[config.mk]
export PLATFORM = sky130hd
export DESIGN_NAME = wb_chan_fanout
export DESIGN_NICKNAME = d
export VERILOG_FILES = /design/src/rtl/wb_chan_fanout.sv
export SDC_FILE = /design/constraint.sdc
export NUM_CORES = 1
export LEC_CHECK = 0
export ABC_AREA = 1
export BUFFER_PORTS_ARGS = -buffer_cell sky130_fd_sc_hd__buf_4
export CAP_MARGIN = 20
export CORE_AREA = 3 3 173 175
export DETAILED_ROUTE_END_ITERATION = 6
export DIE_AREA = 0 0 176 178
export GPL_ROUTABILITY_DRIVEN = 0
export HOLD_SLACK_MARGIN = 0.08
export PLACE_DENSITY_LB_ADDON = 0.08
export RECOVER_POWER = 50
export SLEW_MARGIN = 20
export SYNTH_ARGS = -nofsm -noshare
export SYNTH_HDL_FRONTEND = slang
export SYNTH_SLANG_ARGS = --single-unit
[constraint.sdc]
create_clock -name wb_clk_i -period 3.65 [get_ports wb_clk_i]
set_input_delay 0.73 -clock wb_clk_i [delete_from_list [all_inputs] [get_ports wb_clk_i]]
set_output_delay 0.73 -clock wb_clk_i [all_outputs]
set_load 0.02 [all_outputs]
[src/rtl/wb_chan_fanout.sv]
`default_nettype none
//============================================================================
// Module      : wb_chan_fanout
// Description : Registered Wishbone classic 1-to-NCHAN fan-out for the
//               per-channel trigger-chain configuration space. Decodes a
//               channel index from the upstream address and forwards one
//               transaction at a time to the matching downstream channel.
//               Supports broadcast writes, a per-transaction timeout and an
//               error response for accesses to channels that do not exist.
//
// Ports       : wb_clk_i / wb_rst_i          clock, synchronous active-high reset
//               wb_cyc_i .. wb_sel_i         upstream Wishbone request
//               wb_ack_o / wb_err_o / wb_rty_o  upstream 1-cycle response pulses
//               wb_dat_o                     upstream read data (held)
//               m_cyc_o / m_stb_o            per-channel cycle / strobe
//               m_we_o .. m_sel_o            request fields shared by all channels
//               m_ack_i / m_err_i / m_rty_i  per-channel responses
//               m_dat_i                      per-channel read data, ch k at [32k+31:32k]
//               timeout_cnt_o                saturating count of timeouts
//
// Revision    : 1.0  initial release
//============================================================================
module wb_chan_fanout #(
    parameter int NCHAN     = 8,
    parameter int ADR_W     = 22,
    parameter int SUB_ADR_W = 8,
    parameter int CHAN_LSB  = 10,
    parameter int BCAST_BIT = 14,
    parameter int TIMEOUT   = 255
) (
    input  logic                   wb_clk_i,
    input  logic                   wb_rst_i,
    input  logic                   wb_cyc_i,
    input  logic                   wb_stb_i,
    input  logic                   wb_we_i,
    input  logic [ADR_W-1:0]       wb_adr_i,
    input  logic [31:0]            wb_dat_i,
    input  logic [3:0]             wb_sel_i,
    output logic                   wb_ack_o,
    output logic                   wb_err_o,
    output logic                   wb_rty_o,
    output logic [31:0]            wb_dat_o,
    output logic [NCHAN-1:0]       m_cyc_o,
    output logic [NCHAN-1:0]       m_stb_o,
    output logic                   m_we_o,
    output logic [SUB_ADR_W-1:0]   m_adr_o,
    output logic [31:0]            m_dat_o,
    output logic [3:0]             m_sel_o,
    input  logic [NCHAN-1:0]       m_ack_i,
    input  logic [NCHAN-1:0]       m_err_i,
    input  logic [NCHAN-1:0]       m_rty_i,
    input  logic [NCHAN*32-1:0]    m_dat_i,
    output logic [7:0]             timeout_cnt_o
);

    localparam int CW = (NCHAN > 1) ? $clog2(NCHAN) : 1;

    // One extra bit so that NCHAN itself is representable for the range check.
    localparam logic [CW:0]        c_nchan    = (CW+1)'(NCHAN);
    localparam logic [NCHAN-1:0]   c_one      = NCHAN'(1);
    localparam logic [15:0]        c_tmo_last = 16'(TIMEOUT - 1);

    typedef enum logic [1:0] {
        S_IDLE  = 2'd0,
        S_ISSUE = 2'd1,
        S_RESP  = 2'd2
    } state_t;

    // ------------------------------------------------------------------
    // Registers
    // ------------------------------------------------------------------
    state_t                 r_state_q,  w_state_d;
    logic [NCHAN-1:0]       r_pend_q,   w_pend_d;
    logic                   r_we_q,     w_we_d;
    logic [SUB_ADR_W-1:0]   r_adr_q,    w_adr_d;
    logic [31:0]            r_wdat_q,   w_wdat_d;
    logic [3:0]             r_sel_q,    w_sel_d;
    logic [CW-1:0]          r_idx_q,    w_idx_d;
    logic                   r_err_st_q, w_err_st_d;
    logic                   r_rty_st_q, w_rty_st_d;
    logic [15:0]            r_tcnt_q,   w_tcnt_d;
    logic                   r_ack_q,    w_ack_d;
    logic                   r_err_q,    w_err_d;
    logic                   r_rty_q,    w_rty_d;
    logic [31:0]            r_rdat_q,   w_rdat_d;
    logic [7:0]             r_tocnt_q,  w_tocnt_d;

    // ------------------------------------------------------------------
    // Request decode
    // ------------------------------------------------------------------
    logic [CW-1:0]          w_req_idx;
    logic                   w_req_bcast;
    logic                   w_req_valid;
    logic [NCHAN-1:0]       w_req_mask;

    assign w_req_idx   = wb_adr_i[CHAN_LSB +: CW];
    // Broadcast only applies to writes; a read with the bit set is unicast.
    assign w_req_bcast = wb_we_i & wb_adr_i[BCAST_BIT];
    assign w_req_valid = w_req_bcast | ({1'b0, w_req_idx} < c_nchan);
    assign w_req_mask  = w_req_bcast ? {NCHAN{1'b1}} :
                         (w_req_valid ? (c_one << w_req_idx) : '0);

    // ------------------------------------------------------------------
    // Downstream response collection; only channels still pending count.
    // ------------------------------------------------------------------
    logic [NCHAN-1:0]       w_hit;
    logic [NCHAN-1:0]       w_pend_left;
    logic                   w_hit_err;
    logic                   w_hit_rty;
    logic                   w_tmo;
    logic                   w_fin_err;
    logic                   w_fin_rty;

    assign w_hit       = (m_ack_i | m_err_i | m_rty_i) & r_pend_q;
    assign w_pend_left = r_pend_q & ~w_hit;
    assign w_hit_err   = |(m_err_i & r_pend_q);
    assign w_hit_rty   = |(m_rty_i & r_pend_q);
    assign w_tmo       = (r_tcnt_q == c_tmo_last);
    assign w_fin_err   = r_err_st_q | w_hit_err;
    assign w_fin_rty   = r_rty_st_q | w_hit_rty;

    logic [31:0]            w_chan_dat [NCHAN];

    for (genvar k = 0; k < NCHAN; k++) begin : g_chan_dat
        assign w_chan_dat[k] = m_dat_i[32*k +: 32];
    end

    // ------------------------------------------------------------------
    // Next-state logic
    // ------------------------------------------------------------------
    always_comb begin
        w_state_d  = r_state_q;
        w_pend_d   = r_pend_q;
        w_we_d     = r_we_q;
        w_adr_d    = r_adr_q;
        w_wdat_d   = r_wdat_q;
        w_sel_d    = r_sel_q;
        w_idx_d    = r_idx_q;
        w_err_st_d = r_err_st_q;
        w_rty_st_d = r_rty_st_q;
        w_tcnt_d   = r_tcnt_q;
        w_ack_d    = 1'b0;
        w_err_d    = 1'b0;
        w_rty_d    = 1'b0;
        w_rdat_d   = r_rdat_q;
        w_tocnt_d  = r_tocnt_q;

        case (r_state_q)
            S_IDLE: begin
                if (wb_cyc_i && wb_stb_i) begin
                    w_we_d     = wb_we_i;
                    w_adr_d    = wb_adr_i[SUB_ADR_W-1:0];
                    w_wdat_d   = wb_dat_i;
                    w_sel_d    = wb_sel_i;
                    w_idx_d    = w_req_idx;
                    w_err_st_d = 1'b0;
                    w_rty_st_d = 1'b0;
                    w_tcnt_d   = '0;
                    if (w_req_valid) begin
                        w_pend_d  = w_req_mask;
                        w_state_d = S_ISSUE;
                    end else begin
                        w_err_d   = 1'b1;
                        w_state_d = S_RESP;
                    end
                end
            end

            S_ISSUE: begin
                w_tcnt_d = r_tcnt_q + 16'd1;
                if (!wb_cyc_i) begin
                    // Master gave up: silently release every channel.
                    w_pend_d  = '0;
                    w_state_d = S_IDLE;
                end else if (w_pend_left == '0) begin
                    // Last outstanding channel answered; this also beats an
                    // expiry landing in the same cycle.
                    w_pend_d  = '0;
                    w_state_d = S_RESP;
                    w_err_d   = w_fin_err;
                    w_rty_d   = ~w_fin_err & w_fin_rty;
                    w_ack_d   = ~w_fin_err & ~w_fin_rty;
                    if (!w_fin_err && !w_fin_rty && !r_we_q) begin
                        w_rdat_d = w_chan_dat[r_idx_q];
                    end
                end else if (w_tmo) begin
                    w_pend_d  = '0;
                    w_state_d = S_RESP;
                    w_err_d   = 1'b1;
                    if (r_tocnt_q != 8'hFF) begin
                        w_tocnt_d = r_tocnt_q + 8'd1;
                    end
                end else begin
                    w_pend_d   = w_pend_left;
                    w_err_st_d = r_err_st_q | w_hit_err;
                    w_rty_st_d = r_rty_st_q | w_hit_rty;
                end
            end

            S_RESP: begin
                w_state_d = S_IDLE;
            end

            default: begin
                w_state_d = S_IDLE;
                w_pend_d  = '0;
            end
        endcase
    end

    // ------------------------------------------------------------------
    // State registers
    // ------------------------------------------------------------------
    always_ff @(posedge wb_clk_i) begin
        if (wb_rst_i) begin
            r_state_q  <= S_IDLE;
            r_pend_q   <= '0;
            r_we_q     <= 1'b0;
            r_adr_q    <= '0;
            r_wdat_q   <= '0;
            r_sel_q    <= '0;
            r_idx_q    <= '0;
            r_err_st_q <= 1'b0;
            r_rty_st_q <= 1'b0;
            r_tcnt_q   <= '0;
            r_ack_q    <= 1'b0;
            r_err_q    <= 1'b0;
            r_rty_q    <= 1'b0;
            r_rdat_q   <= '0;
            r_tocnt_q  <= '0;
        end else begin
            r_state_q  <= w_state_d;
            r_pend_q   <= w_pend_d;
            r_we_q     <= w_we_d;
            r_adr_q    <= w_adr_d;
            r_wdat_q   <= w_wdat_d;
            r_sel_q    <= w_sel_d;
            r_idx_q    <= w_idx_d;
            r_err_st_q <= w_err_st_d;
            r_rty_st_q <= w_rty_st_d;
            r_tcnt_q   <= w_tcnt_d;
            r_ack_q    <= w_ack_d;
            r_err_q    <= w_err_d;
            r_rty_q    <= w_rty_d;
            r_rdat_q   <= w_rdat_d;
            r_tocnt_q  <= w_tocnt_d;
        end
    end

    // ------------------------------------------------------------------
    // Outputs (all driven straight from registers)
    // ------------------------------------------------------------------
    assign wb_ack_o      = r_ack_q;
    assign wb_err_o      = r_err_q;
    assign wb_rty_o      = r_rty_q;
    assign wb_dat_o      = r_rdat_q;
    assign m_cyc_o       = r_pend_q;
    assign m_stb_o       = r_pend_q;
    assign m_we_o        = r_we_q;
    assign m_adr_o       = r_adr_q;
    assign m_dat_o       = r_wdat_q;
    assign m_sel_o       = r_sel_q;
    assign timeout_cnt_o = r_tocnt_q;

    // Address bits outside the index, broadcast and sub-address fields are
    // not decoded here.
    logic w_unused;
    assign w_unused = ^wb_adr_i;

endmodule
`default_nettype wire

-- After elaboration in Yosys (flattened, before gate mapping)
Cells that the tools add are included.
- add/sub/neg operators: 2
- $lt $le $gt $ge: 1
- equality and inequality tests: 9
- shift operators: 1
- multiplexer cells: 27
- bitwise logic cells: 19
- reductions and logical operators: 20
- operators with widths (cell ; number):
    binary-select mux 32 bit (select 3 bit) ; 1
    two-way mux 32 bit ; 2
    two-way mux 8 bit ; 5
    AND 8 bit ; 4
    one-hot mux 16 bit (2 select lines) ; 1
    one-hot mux 8 bit (3 select lines) ; 1
    adder 16 x 1 -> 16 bit (second input constant) ; 1
    == test 16 x 8 -> 1 bit (second input constant) ; 1
    two-way mux 16 bit ; 1
    OR 8 bit ; 2
    OR reduction 8 bit ; 2
    AND reduction 5 bit ; 2
    two-way mux 1 bit ; 9
    adder 8 x 1 -> 8 bit (second input constant) ; 1
    zero test 8 bit ; 1
    two-way mux 2 bit ; 4
    inequality test 2 bit (second input constant) ; 4
    inequality test 8 bit (second input constant) ; 1
    inverter 8 bit ; 1
    AND reduction 2 bit ; 4
    << shifter 1 x 3 -> 8 bit (first input constant) ; 1
    inverter 1 bit ; 6
    greater-or-equal comparator 4 bit (second input constant) ; 1
    inequality test 4 bit (second input constant) ; 1
    14 further kinds ; 22
- register bits: 119
- output and inout bits: 104

-- Longest topological paths before layout
- depth after elaboration: 9
- depth in mapped cells: 11
- gate-level depth less buffers: 11

-- Worst setup path after synthesis
OpenSTA, ideal clock, no wires.
- path type: input to register
- from: in m_rty_i[1]
- to: reg r_rdat_q[0], in the netlist wb_dat_o[0]
- arrival time: 1668 ps
- required time: 3534 ps
- path slack: 1866 ps
- cell stages on the path: 8
- path through: nand2_1 > nand4_1 > nand3b_1 > nor2_1 > nand2_1 > buf_2 > o21ai_0 > nor2_1
- longest elaborated chain between the ends: 7
- elaborated cells between the ends (all ways): 12
- those cells by class: bitwise: 6; reduce/logical: 6
- RTL lines (what ; line ; source):
    start, declared ; 51 ; input logic [NCHAN-1:0] m_rty_i,
    AND 8 bit ; 117 ; assign w_hit_rty = |(m_rty_i & r_pend_q);
    OR reduction 8 bit ; 117 ;
    OR 1 bit ; 120 ; assign w_fin_rty = r_rty_st_q | w_hit_rty;
    zero test 1 bit ; 183 ; if (!w_fin_err && !w_fin_rty && !r_we_q) begin
    logical AND 1 bit (2 in series) ; 183 ;
    AND reduction 4 bit (no line) (*) ; -- ;
    end signal, assigned ; 245 ; r_rdat_q <= w_rdat_d;
    end, declared ; 85 ; logic [31:0] r_rdat_q, w_rdat_d;
Every way passes the cells marked *; elsewhere a longest branch is shown, timed or not.
A chain may end at the register's enable or synchronous reset.

-- Worst setup path in the final report
- from: in wb_rst_i
- to: reg r_err_q, in the netlist wb_err_o
- longest elaborated chain between the ends: 1
- RTL lines (what ; line ; source):
    start, declared ; 32 ; input logic wb_rst_i,
    OR reduction 3 bit (no line) ; -- ;
    end signal, assigned ; 243 ; r_err_q <= w_err_d;
    end, declared ; 83 ; logic r_err_q, w_err_d;
Every way passes these cells.

==> impl_metrics.csv <==
group,metric,value,unit
grt,grt_pass1_wl,51400,um
die,ios,447,
grt,grt_usage,0.211,
grt,grt_use_met2,0.375,
drt,avgRoutedWirePerCell,16.8,um
die,rows,62,
worst_hold_path,min_path_cells,2,
placement,portBuffers,436,
synthesis,ys_seq_area_frac,0.317,
timing,max_freq,417,MHz
drt,vias,9396,
timing,setup_tns,0,ns
synthesis,synth_cell_type_count,40,
run_status,status,"complete, but fails checks",
clock_network,holdBufCountCts,0,
placement,placed_area,11000,sq um
clock_network,postCtsSetupBuffers,0,
grt,met1_usage,0.248,
timing,finalHoldViolations,0,
timing,clock-skew-final,0.0121,ns
synthesis,synth_cells,1267,
synthesis,syn_avg_cell_area,5.93,sq um
timing,fin_crit,2.40,ns
timing,maxSlewViolCount,51,
power,vdd_drop_max,0.231,mV
placement,dp_slack,1.07,ns
clock_network,clkSlewWorstSetupHoldPaths,0.06,ns
cells_and_area,final_common_cell,"nor2_1",
setup_path,rr_endpoint,"wb_dat_o[12]$_SDFFE_PP0P_",
clock_network,cts-root-buf,"clkbuf_16",
timing,worstMarginPinSlew,1.65,ns
setup_path,reg2reg_slack,1.28,ns
drt,via_per_inst,4.60,
grt,grt_remaining_overflow,0,
synthesis,netlist_top_cells_area,"dfxtp_1 32%, nor2_1 20%, o21ai_0 17%, nand2_1 9.9%, o21ai_1 3.0%",
synthesis,synth_area,7510,sq um
power,cellPowerDensity,363,nW/um^2
die,fp.dieH,178,um
clock_network,cts.sinks,119,
worst_hold_path,worstHoldEndpoint,"wb_dat_o[12]$_SDFFE_PP0P_",
synthesis,yosysTopAreaCellShare,0.317,
die,start_util,0.262,
setup_path,arrival,2.72,ns
die,core,28600,sq um
timing,finalSetupViolations,0,
cells_and_area,layout-drive-gt1-share,0.250,
synthesis,synth-async-reset-ratio,0,
setup_path,required,3.97,ns
setup_path,timing.rr.start,"r_idx_q[1]$_SDFFE_PP0P_",
clock_network,cts_tree,"done",
synthesis,dominantRegCellSynth,"dfxtp_1",
clock_network,cts.htree.levels,4,
setup_path,critPathMaxFanout,51,
setup_path,crit_path_end_kind,"flop",
grt,antenna_found_initial,1,
timing,fin_crit_sh,0.657,
clock_network,clock_latency,0.41,ns
cells_and_area,layout.nets,1992,
timing,fin_ws,1.25,ns
timing,maxSlewHeadroom,-0.103,
job,max_cap_viol_count,1,
cells_and_area,final_cell_mix,"394 x nor2_1, 354 x buf_4, 259 x o21ai_0",
synthesis,synth-edff-count,0,
synthesis,synth_nets,1613,
grt,grt_pass1_vias,9169,
setup_path,crit_type,"in2reg",
clock_network,cts_made_buffers,17,
setup_path,reg2regPathDepth,10,
cells_and_area,finalInstanceArea,11200,sq um
die,die-area,31300,sq um
grt,top_usage_layer,"met2",
drt,wl,34400,um
cells_and_area,final_cells,2043,
power,power_leakage,5.02,nW
placement,dp_cells,2011,
drt,drt_pass1_iterations,6,
clock_network,clk_path_buf_depth,2,
worst_hold_path,hp-class,"reg2reg",
die,die_w,176,um
cells_and_area,syn2layout_area_growth,49.0,%
drt,drt_iter0_drc,623,
placement,dp_hpwl,26300,um
cells_and_area,nFillCells,3223,
drt,remaining_drc_errors,0,
synthesis,yosys_warnings,0,
grt,grt_use_met3,0.0583,
worst_hold_path,holdCritStartpoint,"wb_dat_o[12]$_SDFFE_PP0P_",
run_status,violations,"capacitance limit, slew limit",
clock_network,cts_resized,0,
synthesis,yosys.area.top_type,"dfxtp_1",
setup_path,crit_path_start_kind,"primary input",
drt,ant_nets,0,
timing,rsz0062_at_grt,"false",
synthesis,synth.ff_latch_count,119,
timing,whs,0.479,ns
grt,grt_start_max_net_pins,130,
## per-stage QoR
step	util	total power, mW
after floorplan	-	1.91
final	0.391	4.07
after global placement	0.383	2.40
after global routing	0.391	4.29
after detailed placement	0.383	2.40
after CTS	0.404	4.17
## synthesized netlist by cell type (4+ instances only)
| master | count |
|---|---|
| nor3_1 | 10 |
| nor2_4 | 4 |
| nor2_2 | 6 |
| nand4_1 | 7 |
| buf_6 | 4 |
| nand3_1 | 19 |
| a21oi_1 | 32 |
| o21ai_0 | 258 |
| nand2_1 | 199 |
| dfxtp_1 | 119 |
| inv_1 | 44 |
| buf_2 | 27 |
| clkbuf_1 | 39 |
| buf_4 | 16 |
| inv_2 | 6 |
| nor2_1 | 392 |
| o21ai_1 | 45 |
| buf_1 | 4 |
## state kept, by name, summed over array words and instances (netlist names)
register and flops:
wb_dat_o 32, r_state_q 2, m_cyc_o 8, m_sel_o 4, wb_err_o 1, wb_rty_o 1
timeout_cnt_o 8, m_adr_o 8, m_we_o 1, r_err_st_q 1, r_tcnt_q 16, wb_ack_o 1
m_dat_o 32, r_idx_q 3, r_rty_st_q 1
## layout make-up
| cell class | count | area [sq um] | area share |
|---|---|---|---|
| sequential | 119 | 2390 | 0.213 |
| clock buffer | 17 | 425 | 0.0380 |
| inverter | 50 | 189 | 0.0169 |
| multi-input combinational | 1008 | 4470 | 0.399 |
| clock inverter | 14 | 175 | 0.0156 |
| timing repair buffer | 450 | 3070 | 0.274 |
| antenna | 1 | 2.50 | 0.000224 |
| tap | 384 | 480 | 0.0429 |
## worst max-delay path by stage
stage	startpoint	end	slack, ns
2_1_floorplan	m_rty_i[1]	wb_dat_o[0]$_SDFFE_PP0P_	1.87
3_3_place_gp	wb_cyc_i	m_dat_o[12]$_SDFFE_PP0P_	1.08
3_5_place_dp	wb_cyc_i	m_dat_o[24]$_SDFFE_PP0P_	1.07
4_1_cts	r_idx_q[1]$_SDFFE_PP0P_	wb_dat_o[12]$_SDFFE_PP0P_	1.20
5_1_grt	r_idx_q[1]$_SDFFE_PP0P_	wb_dat_o[12]$_SDFFE_PP0P_	0.94
6_report	wb_rst_i	wb_err_o$_SDFF_PP0_	1.25
## cell families (layout without fill, tap and decap cells)
| group | count (synthesis) | count (layout) | share of synthesized area |
|---|---|---|---|
| AOI/OAI and AO/OA | 345 | 345 | 0.234 |
| xor gates and xnor gates | 4 | 4 | 0.00466 |
| adders and majority gates | 3 | 3 | 0.00500 |
| buffers and inverters | 140 | 531 | 0.0864 |
| DFF | 119 | 119 | 0.317 |
| other | 0 | 1 | 0 |
| and+or+nand+nor | 656 | 656 | 0.353 |
## routing by layer
layer	up-vias	share of wire
met5	-	0
met1	4167	0.41
met2	311	0.50
met4	0	0.022
met3	37	0.073
li1	4881	-
## report_power, final
group,total [mW],leakage (nW),switching (mW),internal (mW)
Combinational,0.940,3.75,0.522,0.418
Clock,1.74,0.297,0.664,1.08
Sequential,1.39,0.970,0.0343,1.35
## critical path, cell delays in order
cell	delay, ns
buf_4	0.20
inv_1	1.20
nand4_1	0.32
o22ai_1	0.24
Power figures use the tool's default switching activity.
